==> config.mk <==
export PLATFORM = sky130hd
export DESIGN_NAME = lcd_bus_arbiter
export DESIGN_NICKNAME = d
export VERILOG_FILES = /design/src/rtl/lcd_bus_arbiter.sv
export SDC_FILE = /design/constraint.sdc
export NUM_CORES = 1
export LEC_CHECK = 0
export ABC_AREA = 1
export ABC_CLOCK_PERIOD_IN_PS = 1600
export BUFFER_PORTS_ARGS = -buffer_cell sky130_fd_sc_hd__buf_2
export CAP_MARGIN = 25
export CORE_MARGIN = 3
export CORE_UTILIZATION = 50
export CTS_CLUSTER_SIZE = 40
export DETAILED_ROUTE_END_ITERATION = 10
export GPL_ROUTABILITY_DRIVEN = 0
export PLACE_DENSITY_LB_ADDON = 0.15
export SYNTH_ARGS = -nofsm -noshare
export SYNTH_HDL_FRONTEND = slang
export SYNTH_SLANG_ARGS = --single-unit
==> constraint.sdc <==
create_clock -name clk_1ms -period 1.6 [get_ports clk_1ms]
set_input_delay 0.32 -clock clk_1ms [delete_from_list [all_inputs] [get_ports clk_1ms]]
set_output_delay 0.32 -clock clk_1ms [all_outputs]
set_load 0.01 [all_outputs]
==> src/rtl/lcd_bus_arbiter.sv <==
// lcd_bus_arbiter: shares one LCD write engine between the refresh sequencer (port 0)
// and the status/alarm writer (port 1), with round-robin arbitration and a RUN watchdog.
module lcd_bus_arbiter #(
  parameter int TIMEOUT_MS = 50,
  parameter int ERR_W      = 4
) (
  input  logic             clk_1ms,
  input  logic             reset,
  input  logic [1:0]       req,
  input  logic [5:0]       desc0,
  input  logic [5:0]       desc1,
  output logic [1:0]       grant,
  output logic [1:0]       done,
  output logic [1:0]       timeout,
  input  logic             lcd_finish,
  output logic             lcd_enable,
  output logic [1:0]       lcd_cnt,
  output logic             mode,
  output logic             reg_sel,
  output logic             DB_sel,
  output logic             data_sel,
  output logic             err_flag,
  output logic [ERR_W-1:0] err_cnt
);

  localparam int              WD_W     = $clog2(TIMEOUT_MS);
  localparam logic [WD_W-1:0] WD_LAST  = WD_W'(TIMEOUT_MS - 1);
  localparam logic [5:0]      DESC_RST = 6'b010111;

  typedef enum logic [2:0] {S_IDLE, S_SETUP, S_RUN, S_DONE, S_ABORT} state_t;

  state_t           state_q, state_d;
  logic [1:0]       grant_q, grant_d;
  logic [1:0]       done_q, done_d;
  logic [1:0]       timeout_q, timeout_d;
  logic             lcd_enable_q, lcd_enable_d;
  logic [5:0]       desc_q, desc_d;
  logic             owner_q, owner_d;
  logic             last_owner_q, last_owner_d;
  logic [WD_W-1:0]  wd_q, wd_d;
  logic             err_flag_q, err_flag_d;
  logic [ERR_W-1:0] err_cnt_q, err_cnt_d;
  logic             win_s;

  function automatic logic [1:0] port_onehot(input logic p);
    return p ? 2'b10 : 2'b01;
  endfunction

  // On a tie the port that did not own the engine last time wins.
  always_comb begin
    if (req == 2'b11) begin
      win_s = ~last_owner_q;
    end else begin
      win_s = req[1];
    end
  end

  always_comb begin
    state_d      = state_q;
    grant_d      = grant_q;
    done_d       = 2'b00;
    timeout_d    = 2'b00;
    lcd_enable_d = lcd_enable_q;
    desc_d       = desc_q;
    owner_d      = owner_q;
    last_owner_d = last_owner_q;
    wd_d         = wd_q;
    err_flag_d   = err_flag_q;
    err_cnt_d    = err_cnt_q;
    case (state_q)
      S_IDLE: begin
        lcd_enable_d = 1'b1;
        if (req != 2'b00) begin
          owner_d = win_s;
          grant_d = port_onehot(win_s);
          desc_d  = win_s ? desc1 : desc0;
          state_d = S_SETUP;
        end else begin
          state_d = S_IDLE;
        end
      end
      S_SETUP: begin
        lcd_enable_d = 1'b0;
        wd_d         = '0;
        state_d      = S_RUN;
      end
      S_RUN: begin
        wd_d = wd_q + WD_W'(1);
        // Completion takes priority over the watchdog on its last cycle.
        if (lcd_finish) begin
          lcd_enable_d = 1'b1;
          done_d       = port_onehot(owner_q);
          grant_d      = 2'b00;
          last_owner_d = owner_q;
          state_d      = S_DONE;
        end else if (wd_q == WD_LAST) begin
          lcd_enable_d = 1'b1;
          timeout_d    = port_onehot(owner_q);
          grant_d      = 2'b00;
          last_owner_d = owner_q;
          err_flag_d   = 1'b1;
          if (err_cnt_q != {ERR_W{1'b1}}) begin
            err_cnt_d = err_cnt_q + ERR_W'(1);
          end else begin
            err_cnt_d = err_cnt_q;
          end
          state_d = S_ABORT;
        end else begin
          state_d = S_RUN;
        end
      end
      S_DONE:  state_d = S_IDLE;
      S_ABORT: state_d = S_IDLE;
      default: begin
        state_d      = S_IDLE;
        grant_d      = 2'b00;
        lcd_enable_d = 1'b1;
      end
    endcase
  end

  always_ff @(posedge clk_1ms or posedge reset) begin
    if (reset) begin
      state_q      <= S_IDLE;
      grant_q      <= 2'b00;
      done_q       <= 2'b00;
      timeout_q    <= 2'b00;
      lcd_enable_q <= 1'b1;
      desc_q       <= DESC_RST;
      owner_q      <= 1'b0;
      last_owner_q <= 1'b1;
      wd_q         <= '0;
      err_flag_q   <= 1'b0;
      err_cnt_q    <= '0;
    end else begin
      state_q      <= state_d;
      grant_q      <= grant_d;
      done_q       <= done_d;
      timeout_q    <= timeout_d;
      lcd_enable_q <= lcd_enable_d;
      desc_q       <= desc_d;
      owner_q      <= owner_d;
      last_owner_q <= last_owner_d;
      wd_q         <= wd_d;
      err_flag_q   <= err_flag_d;
      err_cnt_q    <= err_cnt_d;
    end
  end

  assign grant      = grant_q;
  assign done       = done_q;
  assign timeout    = timeout_q;
  assign lcd_enable = lcd_enable_q;
  assign data_sel   = desc_q[5];
  assign DB_sel     = desc_q[4];
  assign reg_sel    = desc_q[3];
  assign mode       = desc_q[2];
  assign lcd_cnt    = desc_q[1:0];
  assign err_flag   = err_flag_q;
  assign err_cnt    = err_cnt_q;

endmodule

### Word level (Yosys, flattened, before mapping)

Index checks and enable logic that the tools add are counted.

| operators by class | value |
|---|---|
| reductions and logical operators | 12 |
| add/subtract/negate cells | 2 |
| bitwise gates (word level) | 4 |
| eq/ne operators | 9 |
| multiplexer cells | 23 |

Operators with widths:

| kind | count |
|---|---|
| 2-bit two-way mux | 10 |
| 6-bit case mux with 2 select lines | 1 |
| 3-bit case mux with 3 select lines | 1 |
| 6-bit by 1-bit adder with 6-bit output (second input constant) | 1 |
| 3-bit by 2-bit equality test with 1-bit output (second input constant) | 2 |
| 6-bit equality test (second input constant) | 1 |
| 1-bit two-way mux | 6 |
| 3-bit two-way mux | 2 |
| 6-bit two-way mux | 1 |
| 2-bit case mux with 3 select lines | 1 |
| 2-bit AND reduction | 3 |
| 3-bit AND reduction | 2 |
| 2-bit nonzero test | 3 |
| 4-bit by 1-bit adder with 4-bit output (second input constant) | 1 |
| 4-bit != test (second input constant) | 1 |
| 1-bit NOT | 4 |
| 4-bit AND reduction | 1 |
| 3-bit by 1-bit equality test with 1-bit output (second input constant) | 1 |
| 3-bit equality test (second input constant) | 1 |
| 3-bit zero test | 1 |
| 3-bit != test (second input constant) | 1 |
| 1-bit case mux with 3 select lines | 1 |
| 3-bit OR reduction | 1 |
| 2-bit equality test (second input constant) | 1 |
| other kinds (2) | 2 |

| word-level totals | value |
|---|---|
| output and inout port bits | 18 |
| word-level logic and storage cells | 61 |
| register bits after elaboration | 29 |
| input port bits | 17 |

### Longest topological paths before layout

Gate-level depths: netlist (run 1).

| depth | value |
|---|---|
| word-level depth | 5 |
| mapped depth | 7 |
| mapped depth without buffers | 7 |

### Least setup slack after synthesis (run 1)

No wires, ideal clock.

| timing | value |
|---|---|
| kind | reg2reg |
| from | register err_cnt_q[0] (netlist: err_cnt[0]) |
| to | register err_cnt_q[0] (netlist: err_cnt[0]) |
| data arrival time | 1.160 ns |
| buffers on the path | 0 |
| period minus slack after synthesis | 1.284 ns |
| setup time | 0.124 ns |
| cell stages (with the launch flop) | 7 |
| setup slack | 0.316 ns |
| required time | 1.476 ns |
| cell sequence | dfrtp_1 > ha_1 > nand2_1 > inv_1 > a21oi_2 > nand2_2 > xor2_1 |

| between the ends | value |
|---|---|
| word-level cells in the longest chain between the ends | 2 |
| elaborated cells on any way between the ends | 3 |
| classes of those cells | 1 x add/sub; 1 x eq/ne; 1 x reduce/logical |

RTL lines:

| what | RTL line | source |
|---|---|---|
| start: declaration | 42 | `logic [ERR_W-1:0] err_cnt_q, err_cnt_d;` |
| start signal: assignment | 146 | `err_cnt_q <= err_cnt_d;` |
| branches (longest 2 deep; another with 4-bit by 1-bit adder with 4-bit output) | n/a |  |

Several ways; the timed one is not identified.
A chain may end at the register's enable or synchronous reset.

### Final worst setup path (run 1)

Same ends and word-level chain as after synthesis.

==> results of run 1 <==
[cells in the mapped netlist]
master	number	area [um^2]
nand2_1	31	116.4
dfrtp_1	23	575.6
inv_1	18	67.56
nor2_1	15	56.30
o21ai_0	13	65.06
nand3_1	12	60.06
o21ai_1	8	40.04
dfstp_2	6	157.7
a21oi_1	3	15.01
ha_1	3	37.54
xnor2_1	3	26.28
nor2_4	2	22.52
nor3_1	2	10.01
o22ai_1	2	12.51
xor2_1	2	17.52
a21oi_2	1	8.760
buf_2	1	5.000
inv_2	1	3.750
nand2_2	1	6.260
nand3_2	1	10.01
nand4_1	1	6.260
nor2_2	1	6.260
nor3_2	1	10.01
or2_1	1	6.260
[metal layers]
metal,vias to the layer above,global-route usage (%),wire length (um)
met1,502,23.37,1310
met4,0,8.278,39
met5,-,0,0
met3,5,6.904,132
met2,24,27.10,1214
li1,575,-,-
[how the worst min path moves through the flow]
| stage | depth (start not counted) | to | slack [ps] | start |
|---|---|---|---|---|
| after floorplan | 1 | desc_q[3] | 390 | reset |
| after global placement | 3 | timeout[0] | 400 | reset |
| after detailed placement | 3 | timeout[0] | 410 | reset |
| after CTS | 3 | timeout[0] | 50 | reset |
| after global routing | 3 | err_cnt[3] | 70 | reset |
| final | 3 | err_cnt[1] | 40 | reset |
[worst reg2reg max path, stage by stage, from the launching register on]
cell     delay, ps
dfrtp_1        420
ha_1           230
nand2_1         70
inv_1           40
a21oi_2        180
nand2_2        120
xor2_1         150
[power by group through the flow]
stage | registers [W] | logic [W] | clock network (W)
2_1_floorplan | 0.00118 | 0.000564 | 0
3_3_place_gp | 0.00113 | 0.000876 | 0
3_5_place_dp | 0.00113 | 0.000908 | 0
4_1_cts | 0.00112 | 0.000912 | 0.000481
5_1_grt | 0.00116 | 0.00104 | 0.000519
6_report | 0.00113 | 0.000904 | 0.000461
[registers in the layout (all words and copies together) (netlist names), 2 cells and up]
signal   flops
err_cnt      4
timeout      2
grant        2
done         2
state_q      3
wd_q         6
desc_q       6
[stage by stage]
| stage | cell area, um^2 | total power, W | setup WS [ps] |
|---|---|---|---|
| floorplan | 1343 | 0.001745 | 316.0 |
| finish | 1619 | 0.002490 | 281.4 |
| global route | 1619 | 0.002713 | 181.7 |
| global placement | 1560 | 0.002004 | 304.5 |
| CTS | 1619 | 0.002515 | 266.8 |
| detailed placement | 1560 | 0.002042 | 281.7 |
[cell usage in the layout (no fill, tap or decap), drive strengths merged]
cell type | Yosys | layout
a21oi | 4 | 4
buf | 1 | 36
clkbuf | 0 | 8
dfrtp | 23 | 23
dfstp | 6 | 6
ha | 3 | 3
inv | 19 | 19
nand2 | 32 | 32
nand3 | 13 | 13
nand4 | 1 | 1
nor2 | 18 | 18
nor3 | 3 | 3
o21ai | 21 | 21
o22ai | 2 | 2
or2 | 1 | 1
xnor2 | 3 | 3
xor2 | 2 | 2
[logic make-up after synthesis]
kind of cell	share of synthesized area (%)
simple gates	23.11
flops	54.61
compound gates	10.53
buf+inv	5.684
xor+xnor	3.262
fa+ha+maj	2.796
[area by class of cell]
| cell class | instances | area [um^2] | share of cell area (%) |
|---|---|---|---|
| Multi-Input combinational cell | 103 | 533.0 | 32.92 |
| Timing Repair Buffer | 36 | 185.2 | 11.44 |
| Inverter | 19 | 71.32 | 4.405 |
| Sequential cell | 29 | 733.2 | 45.29 |
| Clock buffer | 8 | 58.81 | 3.632 |
| Tap cell | 30 | 37.54 | 2.318 |
==> impl_metrics.ini, run 1 <==
[outcome]
status = finished, final reports clean

[sta]
slew_headroom_pct = 76.14
fin_crit_ps = 1319
rsz0062_at_grt = no
maxSlewViolCount = 0
final-setup-viol-count = 0
fin_skew_ps = 8.174
max_freq_mhz = 758.4
setup_tns_ps = 0
hold_slack_ps = 41.33
worstMarginPinSlew_ps = 357.8
fin_crit_sh_pct = 82.41
hold_viol = 0

[finish]
fin_util_pct = 64.19
antenna_cells = 0
syn2layout_area_growth_pct = 20.60
drive_gt1_share_pct = 28.72
finish.net_count = 214
final_cells = 225
fillers = 229

[placement]
port_buffers = 34
dp.cells = 217
dp_hpwl_um = 1999

[worst_setup_path]
critPathBufInv = 1
crit_chain = ha_1 -> nand2_1 -> inv_1 -> a21oi_2 -> nand2_2 -> xor2_1
crit_family = flip-flops
slowest_delay_ps = 420
cp-startpoint = err_cnt[0]
endpoint = err_cnt[0]
cp.arrival_ps = 1530
crit_required_ps = 1810
rr_worst_depth = 6
r2r-end = err_cnt[0]
reg2reg_from = err_cnt[0]
cp_max_fo = 5
cp.depth = 6
slowest_stage = dfrtp_1
start_kind = flop
crit_type = flop to flop
rrSetupSlack_ps = 280
crit_path_end_kind = flop

[clock_tree]
postCtsHoldBufs = 0
clockBufferDepth = 2
cts.sinks = 29
cts_inserted_buffers = 5
clk_pin_slew_ps = 90
post_cts_buffers = 0
cts_resized = 0
cts_tree = done
clockRootBuffer = clkbuf_4
clk_latency_ps = 320
h-tree-depth = 2

[power_and_ir_drop]
p_clk_share_pct = 18.5
vdd_drop_max_mv = 1.155
p_sw_share_pct = 38.22
switchingPower_w = 0.0009516
p_comb_share_pct = 36.3
powerDensity_nw_per_um2 = 1538
power.internal_w = 0.001538
cellLeakagePower_nw = 0.8677
p_seq_share_pct = 45.2

[global_route]
grt-ovfl-total = 0
grt_pass1_vias = 1042
antenna_found_initial = 0
grt.total_usage_pct = 18.13
grt_pass1_wl_um = 4533
grt_max_degree = 30

[yosys]
syn_area_per_cell_um2 = 8.832
yosys_warnings = 0
ys_ff_latch = 29
syn_nets = 172
seq_area_frac_synth_pct = 54.61
synthesis.area_um2 = 1343
yosysUniqueCellTypes = 24
syn_inst = 152

[floorplanning]
row_count = 18
dieArea_um2 = 3343
dieHeight_um = 57.82
ios = 35
floorplan.initialDensity_pct = 53.22
fp.dieW_um = 57.82
core_um2 = 2522

[detailed_routing]
wl_per_cell_um = 11.98
vias = 1106
routed_via_density = 4.916
wirelength_um = 2696
dr.pass1.iters = 4
drc_errors = 0
drtIter0Drc = 34
antenna_left = 0

[flow_run]
cap_violations = 0

[worst_hold_path]
hold_path_class = input port to asynchronous set/reset pin
Power figures use the tool's default switching activity.
==> inputs of run 2 (changes only) <==
--- a/config.mk
+++ b/config.mk
@@ -5,12 +5,12 @@
 export SDC_FILE = /design/constraint.sdc
 export NUM_CORES = 1
 export LEC_CHECK = 0
-export ABC_AREA = 1
-export ABC_CLOCK_PERIOD_IN_PS = 1600
+export ABC_AREA = 0
+export ABC_CLOCK_PERIOD_IN_PS = 1100
 export BUFFER_PORTS_ARGS = -buffer_cell sky130_fd_sc_hd__buf_2
 export CAP_MARGIN = 25
 export CORE_MARGIN = 3
-export CORE_UTILIZATION = 50
+export CORE_UTILIZATION = 46
 export CTS_CLUSTER_SIZE = 40
 export DETAILED_ROUTE_END_ITERATION = 10
 export GPL_ROUTABILITY_DRIVEN = 0
==> constraint.sdc (replaced) <==
create_clock -name clk_1ms -period 1.1 [get_ports clk_1ms]
set_input_delay 0.22 -clock clk_1ms [delete_from_list [all_inputs] [get_ports clk_1ms]]
set_output_delay 0.22 -clock clk_1ms [all_outputs]
set_load 0.01 [all_outputs]
==> impl_metrics.ini, run 2 <==
[outcome]
status = finished, violations left
violations = negative setup slack

[worst_setup_path]
reg2reg_from = wd_q[1]
crit_required_ps = 1320
crit_path_end_kind = flop
crit_type = flop to flop
cp-startpoint = wd_q[1]
start_kind = flop
cp_max_fo = 2
cp.arrival_ps = 1960

[clock_tree]
clk_pin_slew_ps = 120
clockBufferDepth = 2
clockRootBuffer = clkbuf_4
cts_tree = done
cts_inserted_buffers = 5
clk_latency_ps = 340
h-tree-depth = 2
cts.sinks = 29

[sta]
rsz0062_at_grt = yes
max_freq_mhz = 574.4
fin_skew_ps = 17.97
setup_ws_ps = -640.8
slew_headroom_pct = 74.95
hold_slack_ps = 185.2
fin_crit_sh_pct = 158.3
final-setup-viol-count = 40
fin_crit_ps = 1741
worstMarginPinSlew_ps = 374.1
maxSlewViolCount = 0
hold_viol = 0

[worst_hold_path]
hold_path_class = input port to flop
min-delay-start = desc0[4]

[yosys]
synth_fa_ha_area_share_pct = 2.783
ys_ff_latch = 29
synth-compound-area-share_pct = 10.85
seq_area_frac_synth_pct = 54.36
async_flop_share_pct = 100.0
syn_nets = 144
syn_inst = 124
synth_top_family_by_area = simple AND/OR/NAND/NOR gates
yosys_warnings = 0
syn_area_per_cell_um2 = 10.88
synth_edf_count = 0
yosysUniqueCellTypes = 40
netlist_top_cells_area = dfrtp_1 43%, dfstp_2 12%, mux2i_1 5.2%
yosysMostFrequentCell = dfrtp_1
ys.flop_type = dfrtp_1
synth_xor_area_share_pct = 1.299
yosys.area.top_type_share_pct = 42.67
synth_top_cell_by_area = dfrtp_1
ys_top_cells_by_count = 23 x dfrtp_1, 18 x nor2_1, 10 x a21oi_1
synth.mux.area_fraction_pct = 7.978
synthSimpleGateAreaFrac_pct = 19.57
synthesis.area_um2 = 1349

[flow_run]
cap_violations = 0

[global_route]
grt_pass1_wl_um = 5540
grt_max_degree = 30
grt_pass1_vias = 1225
grt.total_usage_pct = 21.50
grt-ovfl-total = 0
antenna_found_initial = 0

[floorplanning]
dieHeight_um = 60.15
core_um2 = 2781
fp.dieW_um = 60.15
floorplan.initialDensity_pct = 48.49
row_count = 19
ios = 35
dieArea_um2 = 3618

[power_and_ir_drop]
vdd_drop_max_mv = 2.378
powerDensity_nw_per_um2 = 2338
cellLeakagePower_nw = 1.132
total_power_w = 0.005366

[detailed_routing]
drtIter0Drc = 30
vias = 1301
dr.pass1.iters = 4
wl_per_cell_um = 17.22
routed_via_density = 5.398
antenna_left = 0
drc_errors = 0
wirelength_um = 4151

[finish]
regArea_um2 = 735.7
multi_input_area_um2 = 757.0
antenna_cells = 0
drive_gt1_share_pct = 68.57
final_cell_mix = 36 x buf_4, 25 x buf_2, 21 x dfrtp_1
finish.net_count = 229
fillers = 152
final_common_cell = buf_4
fin_util_pct = 82.50
syn2layout_area_growth_pct = 70.13

[placement]
port_buffers = 34
dp_hpwl_um = 2204
## run 2: area by class of cell
type | count | share of cell area [%]
Clock buffer | 5 | 1.636
Clock inverter | 3 | 2.017
Inverter | 4 | 0.7634
Multi-Input combinational cell | 87 | 32.99
Sequential cell | 29 | 32.06
Tap cell | 31 | 1.690
Timing Repair Buffer | 82 | 28.84
## run 2: through the flow
step	TNS, ps	instance area, um^2	setup slack, ps	cells
4_1_cts	-11780	2110	-599.1	234
3_3_place_gp	-9516	1807	-515.8	214
6_report	-12720	2295	-640.8	241
3_5_place_dp	-10500	1807	-569.1	214
5_1_grt	-14850	2295	-697.4	241
2_1_floorplan	-6401	1411	-535.0	124
## run 2: metal layers
layer	up-vias	share of wire (%)	track usage (%)
met5	-	0	0
met4	0	1.3	9.177
met3	8	4.0	6.479
met2	36	57	36.57
met1	652	37	24.80
li1	605	-	-
## run 2: worst paths after layout
check                      slack [ps]  cells past startpoint         end
max                              -640                      6    grant[0]
min                               190                      3   desc_q[4]
max reg2reg                      -640                      6    grant[0]
min reg2reg                       520                      1    grant[0]
max in group asynchronous         370                      4  lcd_enable
min in group asynchronous         480                      4  err_cnt[2]
## run 2: repair_timing
action / CTS / global route
cloned: 0 / 1
resized for setup: 24 / 36
hold buffers: 1 / 0
setup endpoints to repair: 41 / 44
setup buffers: 11 / 8
endpoints found under the hold margin: 23 / 0
pin swaps: 4 / 9
## run 2: kinds of logic (layout without fill, tap and decap cells)
group                    count (synthesis)  after routing
AO/OA/AOI/OAI                           24             24
AND/OR/NAND/NOR                         48             48
adder cells (fa/ha/maj)                  3              3
XOR/XNOR                                 2              2
buffers and inverters                    8             94
flip-flops                              29             29
multiplexers                            10             10
## run 2: where the power goes
part           leakage, nW  switching (W)  internal [W]  total, W
logic                0.725        0.00118       0.00152   0.00270
registers            0.365       0.000329       0.00144   0.00177
clock network       0.0414       0.000410      0.000481  0.000891
## run 2: critical path, cell delays in order (launching register included)
cell      delay, ps
dfrtp_1         400
inv_2            90
ha_4            130
and4bb_2        260
nand2_2          60
a221o_1         400
mux2_4          310
==> inputs of run 3 (changes only) <==
--- a/config.mk
+++ b/config.mk
@@ -9,12 +9,12 @@
 export ABC_CLOCK_PERIOD_IN_PS = 1100
 export BUFFER_PORTS_ARGS = -buffer_cell sky130_fd_sc_hd__buf_2
 export CAP_MARGIN = 25
-export CORE_MARGIN = 3
 export CORE_UTILIZATION = 46
 export CTS_CLUSTER_SIZE = 40
 export DETAILED_ROUTE_END_ITERATION = 10
 export GPL_ROUTABILITY_DRIVEN = 0
 export PLACE_DENSITY_LB_ADDON = 0.15
+export SKIP_LAST_GASP = 1
 export SYNTH_ARGS = -nofsm -noshare
 export SYNTH_HDL_FRONTEND = slang
 export SYNTH_SLANG_ARGS = --single-unit
==> impl_metrics.ini, run 3 (synthesis results as in run 2) <==
[outcome]
status = finished, violations left
violations = negative setup slack

[detailed_routing]
drc_errors = 0
dr.pass1.iters = 4
wirelength_um = 3545
wl_per_cell_um = 14.83
antenna_left = 0
routed_via_density = 5.234
vias = 1251
drtIter0Drc = 26

[floorplanning]
row_count = 19
dieHeight_um = 56.15
floorplan.initialDensity_pct = 48.91
fp.dieW_um = 56.15
dieArea_um2 = 3153
ios = 35
core_um2 = 2758

[worst_setup_path]
crit_path_end_kind = flop
crit_chain = inv_1 -> ha_1 -> and4bb_2 -> nand2_2 -> a221o_1 -> mux2_4
cp_max_fo = 2
rrSetupSlack_ps = -580
crit_type = flop to flop
cp.arrival_ps = 1880
slowest_stage = dfrtp_1
crit_required_ps = 1300
start_kind = flop
slowest_delay_ps = 390

[global_route]
grt_pass1_wl_um = 5499
grt_max_degree = 30
grt-ovfl-total = 0
antenna_found_initial = 0
grt.total_usage_pct = 23.30
grt_pass1_vias = 1257

[power_and_ir_drop]
vdd_drop_max_mv = 2.068
powerDensity_nw_per_um2 = 2185
cellLeakagePower_nw = 1.108

[sta]
fin_crit_sh_pct = 152.7
maxSlewViolCount = 0
fin_skew_ps = 7.254
setup_ws_ps = -579.2
worstMarginPinSlew_ps = 539.3
slew_headroom_pct = 63.92
hold_viol = 0
final-setup-viol-count = 38
fin_crit_ps = 1679
rsz0062_at_grt = yes
max_freq_mhz = 595.5

[finish]
drive_gt1_share_pct = 62.50
final_cell_mix = 30 x buf_4, 25 x buf_2, 22 x dfrtp_1, 22 x buf_6, 15 x nor2_1
finish.net_count = 227
final_common_cell = buf_4
antenna_cells = 0
syn2layout_area_growth_pct = 60.85
final_cells = 239

[worst_hold_path]
hold_path_class = input port to flop

[clock_tree]
cts_tree = done
clk_latency_ps = 320
clockBufferDepth = 2
clk_pin_slew_ps = 90
cts.sinks = 29
h-tree-depth = 2
clockRootBuffer = clkbuf_4
cts_inserted_buffers = 5

[placement]
dp.cells = 212
port_buffers = 34
preCtsSetupSlack_ps = -543.0
dp_hpwl_um = 2279

[flow_run]
cap_violations = 0
==> run 3: cell types whose count changed in the layout (fill, tap and decap cells not counted), sizes merged <==
cell / previous run / this run
buf: 80 / 78
clkinvlp: 1 / 0
bufinv: 1 / 0
clkinv: 1 / 2
nor2: 18 / 19
==> run 3: metal layers <==
layer	share of wire, %	global-route usage (%)	vias to the layer above
met5	0	0	-
met4	3.6	12.54	0
met3	5.0	5.581	14
met2	50	38.61	47
met1	41	27.90	592
li1	-	-	598
==> run 3: per-stage QoR <==
| step | setup TNS (ps) | hold slack (ps) | total power (W) | utilization [%] | cell area [um^2] |
|---|---|---|---|---|---|
| after CTS | -11080 | 184.5 | 0.004433 | 75.45 | 2081 |
| after global routing | -13150 | 208.5 | 0.005003 | 78.68 | 2170 |
| after global placement | -8373 | 259.9 | 0.003285 | 64.97 | 1792 |
| after floorplan | -6401 | 293.6 | 0.002775 | - | 1411 |
| after detailed placement | -9325 | 264.6 | 0.003351 | 64.97 | 1792 |
| final | -11320 | 187.2 | 0.004741 | 78.68 | 2170 |
==> run 3: timing repair <==
item | in CTS | in global routing
resized for setup | 31 | 17
pin swaps | 9 | 7
cloned | 1 | 0
endpoints found under the setup margin | 38 | 41
hold buffers | 1 | 0
endpoints found under the hold margin | 23 | 0
buffers inserted | 12 | 9
==> run 3: path summary, 6_finish.rpt <==
check	startpoint	to	cells after the start
worst max-delay path	wd_q[1]	grant[0]	6
worst min register to register	err_flag	err_flag	1
max in group asynchronous	reset	lcd_enable	4
worst min-delay path	desc0[4]	desc_q[4]	3
min in group asynchronous	reset	err_cnt[2]	4
worst max register to register	wd_q[1]	grant[0]	6
==> run 3: cell type report <==
cell class / instances / area [um^2]
Sequential cell: 29 / 734.5
Multi-Input combinational cell: 88 / 701.9
Timing Repair Buffer: 79 / 628.1
Fill cell: 170 / 588.1
Clock buffer: 6 / 41.29
Tap cell: 31 / 38.79
Inverter: 4 / 15.01
Clock inverter: 2 / 10.01
==> run 3: power by group <==
group	switching, W	total (W)	internal, W
combinational	0.00108	0.00245	0.00136
sequential	0.000246	0.00169	0.00144
clock	0.000365	0.000608	0.000243
total	0.00169	0.00474	0.00305
==> run 3: critical path: cells and delay by family (launching register included) <==
family	cells	cell delay, ps
multiplexers	1	320
buffers and inverters	1	50
flip-flops	1	390
AND/OR/NAND/NOR	2	320
adder cells (fa/ha/maj)	1	130
AO/OA/AOI/OAI	1	360
